$ cat src/rtl/sha256_job_scheduler.sv
// sha256_job_scheduler: queues (message, output) address jobs and hands them
// round-robin to an array of simplified_sha256 engines over start/done.
module sha256_job_scheduler #(
  parameter int unsigned NUM_ENG    = 4,
  parameter int unsigned FIFO_DEPTH = 4
) (
  input  logic                            clk,
  input  logic                            reset_n,
  input  logic                            job_valid,
  output logic                            job_ready,
  input  logic [15:0]                     job_msg_addr,
  input  logic [15:0]                     job_out_addr,
  output logic [NUM_ENG-1:0]              eng_start,
  output logic [NUM_ENG*16-1:0]           eng_msg_addr,
  output logic [NUM_ENG*16-1:0]           eng_out_addr,
  input  logic [NUM_ENG-1:0]              eng_done,
  output logic [NUM_ENG-1:0]              cmp_mask,
  output logic [$clog2(FIFO_DEPTH):0]     fifo_level,
  output logic [NUM_ENG-1:0]              busy_mask,
  output logic                            idle,
  output logic                            err_nostart
);

  localparam int unsigned PW = $clog2(FIFO_DEPTH);
  localparam int unsigned CW = PW + 1;
  localparam int unsigned EW = $clog2(NUM_ENG);

  // START1: the cycle eng_start is high (done is still 1 there).
  // START2: second cycle after start; done must have dropped by now.
  typedef enum logic [1:0] {
    ENG_FREE   = 2'd0,
    ENG_START1 = 2'd1,
    ENG_START2 = 2'd2,
    ENG_RUN    = 2'd3
  } eng_state_e;

  // Job queue storage and pointers
  logic [15:0]       fifo_msg_q [FIFO_DEPTH];
  logic [15:0]       fifo_out_q [FIFO_DEPTH];
  logic [PW-1:0]     wr_ptr_q, wr_ptr_d;
  logic [PW-1:0]     rd_ptr_q, rd_ptr_d;
  logic [CW-1:0]     count_q, count_d;
  logic              push, pop;

  // Engine tracking
  eng_state_e        state_q [NUM_ENG];
  eng_state_e        state_d [NUM_ENG];
  logic [NUM_ENG-1:0] free_vec;
  logic [NUM_ENG-1:0] nostart;
  logic [EW-1:0]     rr_q, rr_d;
  logic [EW-1:0]     sel;
  logic [EW-1:0]     cand;
  logic              found;
  logic              dispatch;

  // Registered outputs
  logic [NUM_ENG-1:0]    start_q, start_d;
  logic [NUM_ENG*16-1:0] msg_q, msg_d;
  logic [NUM_ENG*16-1:0] out_q, out_d;
  logic                  err_q, err_d;

  assign job_ready    = (count_q != CW'(FIFO_DEPTH));
  assign push         = job_valid && job_ready;
  assign pop          = dispatch;
  assign fifo_level   = count_q;
  assign eng_start    = start_q;
  assign eng_msg_addr = msg_q;
  assign eng_out_addr = out_q;
  assign err_nostart  = err_q;
  assign busy_mask    = ~free_vec;
  assign idle         = (count_q == '0) && (busy_mask == '0);

  // Free-engine vector from the per-engine state
  always_comb begin
    free_vec = '0;
    for (int unsigned i = 0; i < NUM_ENG; i++) begin
      free_vec[i] = (state_q[i] == ENG_FREE);
    end
  end

  // Round-robin pick: first free engine at or after rr pointer, wrapping
  always_comb begin
    found = 1'b0;
    sel   = '0;
    cand  = '0;
    for (int unsigned k = 0; k < NUM_ENG; k++) begin
      cand = EW'((32'(rr_q) + k) % NUM_ENG);
      if (!found && free_vec[cand]) begin
        found = 1'b1;
        sel   = cand;
      end
    end
  end

  assign dispatch = (count_q != '0) && found;

  // Queue pointer/level and dispatch-side next-state values
  always_comb begin
    wr_ptr_d = wr_ptr_q;
    rd_ptr_d = rd_ptr_q;
    count_d  = count_q;
    rr_d     = rr_q;
    start_d  = '0;
    msg_d    = msg_q;
    out_d    = out_q;
    if (push) begin
      wr_ptr_d = wr_ptr_q + PW'(1);
    end
    if (pop) begin
      rd_ptr_d = rd_ptr_q + PW'(1);
    end
    case ({push, pop})
      2'b10:   count_d = count_q + CW'(1);
      2'b01:   count_d = count_q - CW'(1);
      default: count_d = count_q;
    endcase
    if (dispatch) begin
      start_d[sel]         = 1'b1;
      msg_d[sel*16 +: 16]  = fifo_msg_q[rd_ptr_q];
      out_d[sel*16 +: 16]  = fifo_out_q[rd_ptr_q];
      rr_d = (sel == EW'(NUM_ENG - 1)) ? '0 : sel + EW'(1);
    end
  end

  // Per-engine next state, completion pulses and no-start detection
  always_comb begin
    cmp_mask = '0;
    nostart  = '0;
    for (int unsigned i = 0; i < NUM_ENG; i++) begin
      state_d[i] = state_q[i];
      case (state_q[i])
        ENG_FREE: begin
          if (dispatch && (sel == EW'(i))) state_d[i] = ENG_START1;
        end
        ENG_START1: begin
          state_d[i] = eng_done[i] ? ENG_START2 : ENG_RUN;
        end
        ENG_START2: begin
          if (eng_done[i]) begin
            state_d[i] = ENG_FREE;
            nostart[i] = 1'b1;
          end else begin
            state_d[i] = ENG_RUN;
          end
        end
        ENG_RUN: begin
          if (eng_done[i]) begin
            state_d[i]  = ENG_FREE;
            cmp_mask[i] = 1'b1;
          end
        end
        default: state_d[i] = ENG_FREE;
      endcase
    end
  end

  assign err_d = err_q | (|nostart);

  // Queue payload storage; no reset needed, validity comes from the level
  always_ff @(posedge clk) begin
    if (push) begin
      fifo_msg_q[wr_ptr_q] <= job_msg_addr;
      fifo_out_q[wr_ptr_q] <= job_out_addr;
    end
  end

  // Control/state registers with async active-low reset
  always_ff @(posedge clk or negedge reset_n) begin
    if (!reset_n) begin
      wr_ptr_q <= '0;
      rd_ptr_q <= '0;
      count_q  <= '0;
      rr_q     <= '0;
      start_q  <= '0;
      msg_q    <= '0;
      out_q    <= '0;
      err_q    <= 1'b0;
      for (int unsigned i = 0; i < NUM_ENG; i++) begin
        state_q[i] <= ENG_FREE;
      end
    end else begin
      wr_ptr_q <= wr_ptr_d;
      rd_ptr_q <= rd_ptr_d;
      count_q  <= count_d;
      rr_q     <= rr_d;
      start_q  <= start_d;
      msg_q    <= msg_d;
      out_q    <= out_d;
      err_q    <= err_d;
      for (int unsigned i = 0; i < NUM_ENG; i++) begin
        state_q[i] <= state_d[i];
      end
    end
  end

endmodule

$ cat config.mk
export PLATFORM = sky130hd
export DESIGN_NAME = sha256_job_scheduler
export DESIGN_NICKNAME = d
export VERILOG_FILES = /design/src/rtl/sha256_job_scheduler.sv
export SDC_FILE = /design/constraint.sdc
export NUM_CORES = 1
export LEC_CHECK = 0
export ABC_AREA = 1
export ABC_CLOCK_PERIOD_IN_PS = 3800
export BUFFER_PORTS_ARGS = -buffer_cell sky130_fd_sc_hd__clkbuf_2
export CAP_MARGIN = 40
export CORE_UTILIZATION = 55
export CTS_CLUSTER_DIAMETER = 200
export CTS_CLUSTER_SIZE = 10
export DETAILED_ROUTE_END_ITERATION = 8
export GPL_TIMING_DRIVEN = 0
export PLACE_DENSITY = 0.77
export SLEW_MARGIN = 25
export SYNTH_ARGS = -nofsm -noshare
export SYNTH_HDL_FRONTEND = slang
export SYNTH_SLANG_ARGS = --single-unit
$ cat constraint.sdc
create_clock -name clk -period 3.8 [get_ports clk]
set_input_delay 0 -clock clk [delete_from_list [all_inputs] [get_ports clk]]
set_output_delay 0 -clock clk [all_outputs]
set_load 0.03 [all_outputs]
==> qor.csv <==
metric,value,unit
ys_types,32,
worstSetupStartpointType,flop,
path_max_fanout,10,
die_w,148,µm
insertion_delay,0.55,ns
finalSetupViolCount,0,
fmax,0.303,GHz
ys_warn_count,0,
period_share,0.869,
post_drt_wl_per_cell,17.5,µm
status,completed,
io_buffers,184,
cp-end-kind,flop,
cts_buffers,31,
slew_violations,0,
num_rows,52,
finalSetupTns,0,ns
synthFlopType,dfrtp_1,
grt_pass1_wl,46.0,mm
grt_pass1_vias,8903,
final_hold_viol_count,0,
remaining_drc_errors,0,
drv_cap,0,
cts_max_path_buffers,3,
maxSlewHeadroom,0.563,
path_clk_slew,0.06,ns
synth.top_cell.area_share,0.330,
synth_largest_area_cell,edfxtp_1,
synth_edf_count,128,
critPathLaunch,rr_q[0]$_DFFE_PN0P_,
crit_chain,buf_6 > inv_4 > nand2_1 > nand2_1 > nand3_1 > nand2_2 > nand4_2 > or2_2 > nand2_1 > inv_1 > ha_1 > clkbuf_1 > nand4_1 > clkbuf_1 > o21ai_0,
synth_common_cells,"326 x nand2_1, 150 x dfrtp_1, 128 x edfxtp_1, 109 x nand3_1, 81 x nor2_1",
antenna_found_initial,0,
post-route-min-period,3.30,ns
initial_utilization,0.569,
dr.pass1.iters,5,
cp.arrival,3.76,ns
required,4.26,ns
rrSetupSlack,0.50,ns
area_growth,22.8,%
dr_total_vias,9156,
dr.first_iter.drc_count,831,
synth.ff_latch_count,278,
synthArstFlopShare,0.540,
antennaDiodeCount,0,
root_buffer,clkbuf_16,
cts.htree.levels,1,
syn_nets,1176,
cp_slowest_cell,dfrtp_1,
finalClockSkew,0.00911,ns
r2r-end,eng_msg_addr[62]$_DFFE_PN0P_,
dp_hpwl,20.9,mm
worstSetupPathType,flop to flop,
postRouteWirelength,29.2,mm
fillers,1524,
ios,185,
synth_seq_area_share,0.652,
cts_tree,built,
max_stage_delay,0.38,ns
final_nets,1435,
netlist_instances,1124,
fin_util,0.698,
yosysMostFrequentCell,nand2_1,
cts-resized-gates,0,
tightestPinTransition,0.655,ns
grt_max_degree,79,
drive_gt1_frac,0.205,
dieArea,21800,µm²
path_common_cell,nand2_1,
syn_area_per_cell,10.4,µm²
critical_path.endpoint,eng_msg_addr[62]$_DFFE_PN0P_,
place_congestion,0.884,
die_h,148,µm
seq_area,7600,µm²
holdCritPathClass,primary input to asynchronous set/reset pin,
reg2reg_depth,15,
antenna_left,0,
multi_input_area,3590,µm²
viasPerCell,5.49,
syn-cell-area,11700,µm²
overflow,0,
core-area,20500,µm²
cts_sinks,278,
rsz0062_at_grt,no,
yosys-top-cells-area,"edfxtp_1 33%, dfrtp_1 32%, nand2_1 10%, nand3_1 4.7%, o21ai_0 3.1%",
grt_usage,0.273,
worstReg2RegStart,rr_q[0]$_DFFE_PN0P_,
[stage by stage]
step	cells	area (µm²)	setup slack, ns	hold slack [ns]
2_1_floorplan	1124	11700	0.759	-0.296
3_3_place_gp	1578	12900	0.162	0.211
3_5_place_dp	1583	13100	0.523	0.0547
4_1_cts	1667	14300	0.521	0.0461
5_1_grt	1667	14300	0.222	0.0861
6_report	1667	14300	0.498	0.0321
[state kept, by name, summed over array words and instances (netlist names)]
signal,cells
eng_msg_addr,64
err_nostart,1
fifo_level,3
rr_q,2
fifo_out_q,64
rd_ptr_q,2
eng_start,4
fifo_msg_q,64
eng_out_addr,64
state_q,8
wr_ptr_q,2
[placed cells by master (no fill, tap or decap), types with 2 or more instances in the layout]
| cell type | count |
|---|---|
| nand3_1 | 109 |
| clkbuf_1 | 45 |
| nor2_4 | 10 |
| edfxtp_1 | 128 |
| buf_6 | 5 |
| xor2_1 | 3 |
| a21oi_1 | 38 |
| ha_1 | 12 |
| nand4_1 | 3 |
| buf_2 | 30 |
| nor2_1 | 77 |
| dfrtp_1 | 150 |
| o21ai_0 | 72 |
| buf_16 | 5 |
| nand3_2 | 2 |
| inv_2 | 4 |
| dlygate4sd3_1 | 37 |
| buf_1 | 8 |
| a32o_1 | 32 |
| o211ai_1 | 2 |
| nand2_2 | 7 |
| nor3_1 | 32 |
| inv_1 | 33 |
| clkbuf_8 | 2 |
| clkbuf_16 | 31 |
| nand2_1 | 326 |
| clkbuf_2 | 183 |
[worst min-delay path by stage]
stage | end | startpoint | slack, ns
finish | eng_start[2]$_DFF_PN0_ | reset_n | 0.03
global route | state_q[6]$_DFFE_PN0P_ | reset_n | 0.09
CTS | err_nostart$_DFF_PN0_ | reset_n | 0.05
detailed placement | err_nostart$_DFF_PN0_ | reset_n | 0.05
global placement | state_q[1]$_DFFE_PN0P_ | eng_done[3] | 0.21
floorplan | eng_msg_addr[0]$_DFFE_PN0P_ | reset_n | -0.30
[cells by family after synthesis]
| logic type | synth area share |
|---|---|
| simple gates | 0.210 |
| flops | 0.652 |
| compound gates | 0.0774 |
| buf+inv | 0.0427 |
| fa+ha+maj | 0.0146 |
| xor+xnor | 0.00301 |
[cell type report]
cell class,instances,area share
flip-flops and latches,278,0.531
multi-input cells,734,0.251
repair buffers,226,0.100
clock buffers,46,0.0588
plain buffers,74,0.0247
well taps,270,0.0236
inverters,38,0.0101
clock inverters,1,0.000612
[critical path, delay by kind of cell, from the launching register on]
family,cells,cell delay (ns)
AOI/OAI and AO/OA,1,0.23
adders and majority gates,1,0.30
buffers and inverters,5,0.97
DFF,1,0.38
and+or+nand+nor,8,1.34
[timing repair]
item	CTS	global route
endpoints found under the hold margin	286	0
endpoints found under the setup margin	0	0
buffers inserted	0	0
hold buffers	37	0
[metal layers]
metal | routed length [µm] | vias up | GRT usage
met3 | 2060 | 84 | 0.0373
met1 | 12100 | 4349 | 0.370
met5 | 0 | - | 0
met4 | 1180 | 0 | 0.120
li1 | - | 4334 | -
met2 | 13800 | 389 | 0.444
Power is not shown: default switching activity piles up to over one toggle a cycle in this logic, so the estimate is an artifact.
